$ cat src/rtl/loteria_pkg.sv
// rtl/loteria_pkg.sv - shared types and widths for the Loteria controller and core
package loteria_pkg;

  localparam int NUM_W    = 4;
  localparam int PREMIO_W = 2;

  typedef enum logic [3:0] {
    ST_IDLE,
    ST_ARB,
    ST_INSERT,
    ST_DRAIN,
    ST_CLOSE,
    ST_WAIT,
    ST_CAPTURE,
    ST_END,
    ST_DONE
  } ctrl_state_t;

  localparam logic [1:0] OWN_NONE = 2'd0;
  localparam logic [1:0] OWN_P1   = 2'd1;
  localparam logic [1:0] OWN_P2   = 2'd2;

endpackage

$ cat src/rtl/rr_arb2.sv
// rtl/rr_arb2.sv - two-requester round-robin arbiter with last-grant register
module rr_arb2 (
  input  logic       clk_i,
  input  logic       rst_ni,
  input  logic       enable_i,
  input  logic [1:0] req_i,
  output logic [1:0] gnt_o
);

  // Set when requester 1 (player 2) was granted last; reset gives player 1 priority.
  logic last_q;

  always_comb begin
    gnt_o = 2'b00;
    if (enable_i) begin
      case (req_i)
        2'b01:   gnt_o = 2'b01;
        2'b10:   gnt_o = 2'b10;
        2'b11:   gnt_o = last_q ? 2'b01 : 2'b10;
        default: gnt_o = 2'b00;
      endcase
    end
  end

  always_ff @(posedge clk_i or negedge rst_ni) begin
    if (!rst_ni) begin
      last_q <= 1'b1;
    end else if (enable_i && (gnt_o != 2'b00)) begin
      last_q <= gnt_o[1];
    end
  end

endmodule

$ cat src/rtl/loteria_ctrl.sv
// rtl/loteria_ctrl.sv - two-player bet sequencer and arbiter in front of the Loteria core
module loteria_ctrl
  import loteria_pkg::*;
#(
  parameter int DIGITS  = 5,
  parameter int BETS    = 2,
  parameter int RES_LAT = 2
) (
  input  logic                clock,
  input  logic                reset,
  input  logic                start,
  input  logic                req1,
  input  logic                req2,
  input  logic [NUM_W-1:0]    num1,
  input  logic [NUM_W-1:0]    num2,
  output logic                gnt1,
  output logic                gnt2,
  output logic                insere,
  output logic [NUM_W-1:0]    numero,
  output logic                fim,
  output logic                fim_jogo,
  input  logic [PREMIO_W-1:0] premio,
  output logic [PREMIO_W-1:0] premio_p1,
  output logic [PREMIO_W-1:0] premio_p2,
  output logic [1:0]          owner,
  output logic                busy,
  output logic                done
);

  localparam int DW = $clog2(DIGITS + 1);
  localparam int WW = $clog2(RES_LAT + 1);
  localparam int BW = $clog2(BETS + 1);

  localparam logic [DW-1:0] DIG_LAST  = DW'(DIGITS - 1);
  localparam logic [WW-1:0] WAIT_INIT = WW'(RES_LAT);
  localparam logic [WW-1:0] WAIT_ONE  = WW'(1);
  localparam logic [BW-1:0] BET_LAST  = BW'(BETS - 1);

  ctrl_state_t         state_q, state_d;
  logic [1:0]          owner_q, owner_d;
  logic [DW-1:0]       dig_cnt_q, dig_cnt_d;
  logic [WW-1:0]       wait_cnt_q, wait_cnt_d;
  logic [BW-1:0]       bet_cnt_q, bet_cnt_d;
  logic [PREMIO_W-1:0] premio_p1_q, premio_p1_d;
  logic [PREMIO_W-1:0] premio_p2_q, premio_p2_d;
  logic                insere_q, insere_d;
  logic [NUM_W-1:0]    numero_q, numero_d;

  logic [1:0]          arb_gnt;
  logic                owner_req;
  logic [NUM_W-1:0]    owner_num;

  rr_arb2 u_arb (
    .clk_i    (clock),
    .rst_ni   (reset),
    .enable_i (state_q == ST_ARB),
    .req_i    ({req2, req1}),
    .gnt_o    (arb_gnt)
  );

  always_comb begin
    owner_req = 1'b0;
    owner_num = '0;
    if (owner_q == OWN_P1) begin
      owner_req = req1;
      owner_num = num1;
    end else if (owner_q == OWN_P2) begin
      owner_req = req2;
      owner_num = num2;
    end
  end

  always_comb begin
    state_d     = state_q;
    owner_d     = owner_q;
    dig_cnt_d   = dig_cnt_q;
    wait_cnt_d  = wait_cnt_q;
    bet_cnt_d   = bet_cnt_q;
    premio_p1_d = premio_p1_q;
    premio_p2_d = premio_p2_q;
    insere_d    = 1'b0;
    numero_d    = '0;
    gnt1        = 1'b0;
    gnt2        = 1'b0;
    fim         = 1'b0;
    fim_jogo    = 1'b0;

    case (state_q)
      ST_IDLE, ST_DONE: begin
        if (start) begin
          state_d     = ST_ARB;
          premio_p1_d = '0;
          premio_p2_d = '0;
          bet_cnt_d   = '0;
        end
      end
      ST_ARB: begin
        dig_cnt_d = '0;
        if (arb_gnt[0]) begin
          owner_d = OWN_P1;
          state_d = ST_INSERT;
        end else if (arb_gnt[1]) begin
          owner_d = OWN_P2;
          state_d = ST_INSERT;
        end
      end
      ST_INSERT: begin
        // Only the owner's request is honoured; it may pause for any length.
        if (owner_req) begin
          gnt1     = (owner_q == OWN_P1);
          gnt2     = (owner_q == OWN_P2);
          insere_d = 1'b1;
          numero_d = owner_num;
          if (dig_cnt_q == DIG_LAST) begin
            dig_cnt_d = '0;
            state_d   = ST_DRAIN;
          end else begin
            dig_cnt_d = dig_cnt_q + 1'b1;
          end
        end
      end
      ST_DRAIN: state_d = ST_CLOSE;
      ST_CLOSE: begin
        fim        = 1'b1;
        wait_cnt_d = WAIT_INIT;
        state_d    = ST_WAIT;
      end
      ST_WAIT: begin
        if (wait_cnt_q <= WAIT_ONE) begin
          state_d = ST_CAPTURE;
        end else begin
          wait_cnt_d = wait_cnt_q - 1'b1;
        end
      end
      ST_CAPTURE: begin
        if (owner_q == OWN_P1) premio_p1_d = premio;
        if (owner_q == OWN_P2) premio_p2_d = premio;
        bet_cnt_d = bet_cnt_q + 1'b1;
        owner_d   = OWN_NONE;
        state_d   = (bet_cnt_q == BET_LAST) ? ST_END : ST_ARB;
      end
      ST_END: begin
        fim_jogo = 1'b1;
        state_d  = ST_DONE;
      end
      default: state_d = ST_IDLE;
    endcase
  end

  always_ff @(posedge clock or negedge reset) begin
    if (!reset) begin
      state_q     <= ST_IDLE;
      owner_q     <= OWN_NONE;
      dig_cnt_q   <= '0;
      wait_cnt_q  <= '0;
      bet_cnt_q   <= '0;
      premio_p1_q <= '0;
      premio_p2_q <= '0;
      insere_q    <= 1'b0;
      numero_q    <= '0;
    end else begin
      state_q     <= state_d;
      owner_q     <= owner_d;
      dig_cnt_q   <= dig_cnt_d;
      wait_cnt_q  <= wait_cnt_d;
      bet_cnt_q   <= bet_cnt_d;
      premio_p1_q <= premio_p1_d;
      premio_p2_q <= premio_p2_d;
      insere_q    <= insere_d;
      numero_q    <= numero_d;
    end
  end

  assign insere    = insere_q;
  assign numero    = numero_q;
  assign premio_p1 = premio_p1_q;
  assign premio_p2 = premio_p2_q;
  assign owner     = owner_q;
  assign busy      = (state_q != ST_IDLE) && (state_q != ST_DONE);
  assign done      = (state_q == ST_DONE);

endmodule

$ cat config.mk
export PLATFORM = sky130hd
export DESIGN_NAME = loteria_ctrl
export DESIGN_NICKNAME = d
export VERILOG_FILES = /design/src/rtl/loteria_pkg.sv /design/src/rtl/rr_arb2.sv /design/src/rtl/loteria_ctrl.sv
export SDC_FILE = /design/constraint.sdc
export NUM_CORES = 1
export LEC_CHECK = 0
export BUFFER_PORTS_ARGS = -buffer_cell sky130_fd_sc_hd__buf_2
export CORE_ASPECT_RATIO = 0.8
export CORE_MARGIN = 8
export CORE_UTILIZATION = 40
export DETAILED_ROUTE_END_ITERATION = 10
export PLACE_DENSITY = 0.74
export SYNTH_ARGS = -nofsm -noshare
export SYNTH_HDL_FRONTEND = slang
export SYNTH_SLANG_ARGS = --single-unit
export TNS_END_PERCENT = 1
$ cat constraint.sdc
create_clock -name clock -period 3.9 [get_ports clock]
set_input_delay 0.585 -clock clock [delete_from_list [all_inputs] [get_ports clock]]
set_output_delay 0.585 -clock clock [all_outputs]
set_load 0.03 [all_outputs]
==> results of run 1 <==
==> registers in the layout, summed over array words and instances (netlist names) <==
register / cells
premio_p2: 2
wait_cnt_q: 2
premio_p1: 2
state_q: 4
owner: 2
bet_cnt_q: 2
dig_cnt_q: 3
numero: 4
insere: 1
u_arb.last_q: 1
==> per-stage QoR <==
step | worst slack [ns] | std cells | total power [mW]
global route | 1.462 | 199 | 1.094
global placement | 1.908 | 195 | 0.8518
floorplan | 1.844 | 130 | 0.7739
CTS | 1.571 | 199 | 1.021
finish | 1.570 | 199 | 1.010
detailed placement | 1.867 | 195 | 0.8706
==> power by group <==
part	total, mW	switching [mW]	leakage (nW)	internal (mW)
logic	0.460	0.280	0.375	0.180
registers	0.406	0.0940	0.305	0.312
clock network	0.145	0.0734	0.0255	0.0712
==> cells in the final DEF (no fill, tap or decap), types with 2 or more instances in the layout <==
| cell | instances |
|---|---|
| clkbuf_8 | 3 |
| nor2b_1 | 2 |
| a22oi_1 | 4 |
| mux2i_1 | 5 |
| nand3b_1 | 4 |
| nor3_1 | 3 |
| ha_1 | 4 |
| o21ai_0 | 2 |
| inv_1 | 10 |
| nor2_1 | 14 |
| a31oi_1 | 2 |
| o21ai_1 | 7 |
| a21oi_1 | 6 |
| buf_2 | 31 |
| nand2_1 | 16 |
| o31ai_1 | 2 |
| nand2b_1 | 2 |
| dfrtp_1 | 22 |
==> per-layer routing <==
| metal | wire (µm) | share of wire (%) |
|---|---|---|
| met5 | 0 | 0 |
| met3 | 137 | 5.3 |
| met4 | 4 | 0.15 |
| met1 | 1115 | 43 |
| met2 | 1351 | 52 |
==> path summary, 6_finish.rpt <==
kind | from | slack (ns) | end
max | state_q[2] | 1.57 | gnt2
min | reset | 0.28 | dig_cnt_q[2]
max reg2reg | state_q[1] | 2.21 | dig_cnt_q[0]
min reg2reg | u_arb.last_q | 0.49 | u_arb.last_q
max in group asynchronous | reset | 3.26 | u_arb.last_q
min in group clock | u_arb.last_q | 0.49 | u_arb.last_q
==> layout make-up <==
type	instances	area share (%)
Inverter	11	2.865
Clock buffer	3	2.865
Tap cell	40	3.472
Timing Repair Buffer	31	10.76
Sequential cell	23	40.02
Multi-Input combinational cell	90	39.67
Clock inverter	1	0.3472
==> logic make-up (layout without fill, tap and decap cells) <==
group,count (synthesis),count (layout),synth area share [%]
DFF,23,23,46.80
buffers and inverters,17,46,6.802
adders and majority gates,4,4,4.061
AOI/OAI and AO/OA,30,30,15.23
and+or+nand+nor,51,51,23.05
muxes,5,5,4.061
==> flow_summary_export.csv, run 1 <==
group,metric,value,unit
setup_path,cp.depth,3,
cells_and_area,multiInputGateArea,571.8,µm²
setup_path,rr_worst_depth,6,
timing,finalHoldViolCount,0,
drt,drc,0,
timing,max_freq,0.4292,GHz
placement,numPortBuffers,31,
clocking,ctsLongestPathBuffers,2,
synth,synth_top_flop_cell,"dfrtp_1",
drt,drt_iter0_drc,47,
min_path,hold_class,"in2async",
floorplanning,core,3018,µm²
synth,netlist_area,1232,µm²
run_status,status,"completed",
floorplanning,die_height,65.65,µm
cells_and_area,final_util,47.76,%
clocking,clk_latency,0.26,ns
floorplanning,io_pins,32,
global_routing,grt_pass1_vias,1011,
global_routing,grtUsageMet2,18.06,%
cells_and_area,diodes,0,
clocking,cts_hold_buffers,0,
setup_path,critPathRequiredTime,3.31,ns
clocking,cts_tree,"yes",
setup_path,cp.buffers_inverters,1,
clocking,ctsResizeCount,0,
global_routing,grt_use_met1,12.59,%
synth,yosysTopAreaCell,"dfrtp_1",
synth,ys_async_sr_fraction,100.0,%
synth,ys_seq_elements,23,
timing,slew_headroom,65.68,%
setup_path,path_cells,"or4b_4 -> nor2_1 -> buf_2",
synth,seq_area_frac_synth,46.80,%
clocking,cts_buffers,3,
global_routing,grt_util_met3,3.815,%
synth,yosysMostFrequentCell,"dfrtp_1",
global_routing,track_usage,10.50,%
cells_and_area,final_area,1441,µm²
job,drv_cap,0,
setup_path,startpoint_type,"flop",
setup_path,end_kind,"output pin",
drt,wl_per_cell,13.10,µm
timing,finalSetupTns,0,ns
timing,whs,0.2824,ns
floorplanning,start_util,40.84,%
timing,tightest_slew,0.5148,ns
drt,wl,2607,µm
placement,dpl.hpwl,2092,µm
cells_and_area,nNetsFinal,179,
drt,vias,1013,
power_and_ir_drop,powerDensity,700.9,nW/µm²
timing,skew,0.008727,ns
floorplanning,die_x,78.06,µm
global_routing,antenna_found_initial,0,
synth,synth_cell_types,39,
drt,final_antenna_net_count,0,
synth,syn_inst,130,
power_and_ir_drop,ir_drop,0.0003680,V
floorplanning,die_area,5124,µm²
cells_and_area,ff_latch_area,576.8,µm²
cells_and_area,syn_to_final_growth,16.95,%
timing,final-setup-viol-count,0,
power_and_ir_drop,p_leak,0.7052,nW
global_routing,overflow,0,
cells_and_area,drive_above_1_share,26.42,%
setup_path,cp_top_family,"simple AND/OR/NAND/NOR gates",
drt,vias_per_cell,5.090,
synth,synth_commonest_cells,"dfrtp_1 (22), nand2_1 (16), nor2_1 (14)",
timing,fin_crit_sh,59.74,%
clocking,cts-root-buf,"clkbuf_8",
setup_path,slowest_delay,0.60,ns
global_routing,busiest_layer,"met2",
clocking,cts.sinks,23,
setup_path,path_max_fanout,11,
synth,synthTopCellsByArea,"dfrtp_1 (45%), nand2_1 (4.9%), nor2_1 (4.3%)",
timing,rsz0062_at_grt,"no",
clocking,cts_setup_buffers,0,
timing,min_period,2.330,ns
drt,drtPass1Iterations,4,
clocking,clkSlewWorstSetupHoldPaths,0.08,ns
setup_path,path_class,"reg2out",
synth,synth_warnings,0,
synth,avgSynthCellArea,9.480,µm²
placement,placed_area,1395,µm²
synth,synth_top_area_share,44.67,%
global_routing,grt_first_pass_wirelength,4485,µm
setup_path,crit_arrival,1.74,ns
synth,synth-edff-count,0,
cells_and_area,fill_cells,310,
synth,syn_nets,149,
global_routing,grt_max_degree,24,
placement,globalplace.congestion,0.8059,
clocking,htreeDepth,1,
setup_path,critical_path.slowest_cell,"or4b_4",
floorplanning,rows,18,
timing,drv_slew,0,
Power figures use the tool's default switching activity.
==> run 2: changes to the inputs <==
Clock period 3.9 ns to 2.21 ns, I/O delays scaled along.
==> flow_summary_export.csv, run 2 (same netlist as run 1, synthesis figures left out) <==
group,metric,value,unit
run_status,status,"completed",
global_routing,overflow,0,
setup_path,critical_path.slowest_cell,"or4b_4",
clocking,cts_buffers,3,
setup_path,slowest_delay,0.61,ns
setup_path,path_cells,"or4b_4 -> nor2_1 -> buf_2",
placement,globalplace.congestion,0.7967,
timing,setup_slack,0.1219,ns
drt,drc,0,
clocking,htreeDepth,1,
drt,vias,1021,
floorplanning,start_util,40.84,%
placement,dp.cells,195,
setup_path,end_kind,"output pin",
setup_path,r2r-end,"dig_cnt_q[0]",
global_routing,grt_first_pass_wirelength,4581,µm
cells_and_area,final_common_cell,"buf_2",
placement,numPortBuffers,31,
cells_and_area,final_util,47.72,%
timing,rsz0062_at_grt,"no",
timing,tightest_slew,0.5204,ns
power_and_ir_drop,power.total,1.785,mW
floorplanning,io_pins,32,
timing,max_freq,0.4789,GHz
clocking,cts.sinks,23,
min_path,hold_class,"in2async",
setup_path,r2r_slack,0.55,ns
timing,drv_slew,0,
placement,dpl.hpwl,2147,µm
global_routing,grt_max_degree,24,
setup_path,crit_arrival,1.76,ns
setup_path,cp_top_family,"simple AND/OR/NAND/NOR gates",
cells_and_area,final_area,1440,µm²
placement,placed_area,1395,µm²
power_and_ir_drop,ir_drop,0.0004711,V
timing,min_period,2.088,ns
setup_path,path_class,"reg2out",
cells_and_area,nNetsFinal,179,
clocking,cts_setup_buffers,0,
clocking,ctsLongestPathBuffers,2,
cells_and_area,diodes,0,
drt,vias_per_cell,5.131,
clocking,ctsResizeCount,0,
drt,wl_per_cell,13.70,µm
setup_path,rr_startpoint,"state_q[1]",
timing,final-setup-viol-count,0,
power_and_ir_drop,powerDensity,1240,nW/µm²
floorplanning,rows,18,
clocking,clk_latency,0.26,ns
floorplanning,die_height,65.65,µm
drt,drtPass1Iterations,4,
global_routing,track_usage,10.65,%
global_routing,grt_pass1_vias,1026,
cells_and_area,syn_to_final_growth,16.85,%
floorplanning,die_x,78.06,µm
timing,slew_headroom,65.24,%
floorplanning,core,3018,µm²
timing,finalSetupTns,0,ns
global_routing,antenna_found_initial,0,
timing,whs,0.03368,ns
timing,skew,0.001094,ns
setup_path,path_max_fanout,11,
job,drv_cap,0,
floorplanning,die_area,5124,µm²
placement,pre_cts_ws,0.4185,ns
drt,final_antenna_net_count,0,
cells_and_area,drive_above_1_share,25.79,%
setup_path,cp.buffers_inverters,1,
clocking,cts_tree,"yes",
setup_path,startpoint_type,"flop",
timing,fin_crit_sh,94.48,%
clocking,cts_hold_buffers,0,
cells_and_area,final_cell_mix,"buf_2 (31), dfrtp_1 (22), nand2_1 (16)",
drt,wl,2726,µm
setup_path,critPathRequiredTime,1.88,ns
timing,finalHoldViolCount,0,
cells_and_area,layout.cells.non_filler,199,
clocking,clkSlewWorstSetupHoldPaths,0.08,ns
clocking,cts-root-buf,"clkbuf_8",
setup_path,rr_worst_depth,6,
drt,drt_iter0_drc,55,
power_and_ir_drop,p_leak,0.7025,nW
run 2: changes by cell type in the layout (fill, tap and decap cells not counted):
cell and change:
clkinv_2 -1, clkbuf_1 +1
run 2: how the worst max path moves through the flow:
stage	startpoint	to	slack (ns)	depth (start not counted)
CTS	state_q[2]	gnt1	0.12	3
finish	state_q[2]	gnt1	0.12	3
global route	state_q[1]	gnt2	0.07	3
floorplan	state_q[0]	gnt1	0.41	3
detailed placement	state_q[2]	gnt1	0.42	3
global placement	state_q[2]	gnt2	0.47	3
run 2: area by class of cell:
cell class / count / area (µm²)
fill: 303 / 1578
sequential: 23 / 576.8
multi-input combinational: 90 / 571.8
timing repair buffer: 31 / 155.1
tap: 40 / 50.05
clock buffer: 4 / 45.04
inverter: 11 / 41.29
run 2: worst register-to-register path, stage by stage, from the launching register on:
cell	delay (ns)
dfrtp_1	0.58
nand2b_1	0.19
nor3_2	0.17
nand2_1	0.16
inv_2	0.12
nor2_1	0.07
a22o_1	0.26
run 2: routing by layer:
layer  vias up  track usage, %  wire length [µm]  part of all wire [%]
li1        504               -                 -                     -
met3         2           3.678               145                   5.3
met2        19           19.20              1443                    53
met1       496           12.22              1133                    42
met5         -               0                 0                     0
met4         0           1.382                 3                  0.11
run 2: report_power, final:
| group | internal (mW) | leakage, nW | switching (mW) |
|---|---|---|---|
| Combinational | 0.317 | 0.375 | 0.497 |
| Clock | 0.128 | 0.0228 | 0.126 |
| Sequential | 0.550 | 0.305 | 0.167 |
| Total | 0.995 | 0.703 | 0.790 |
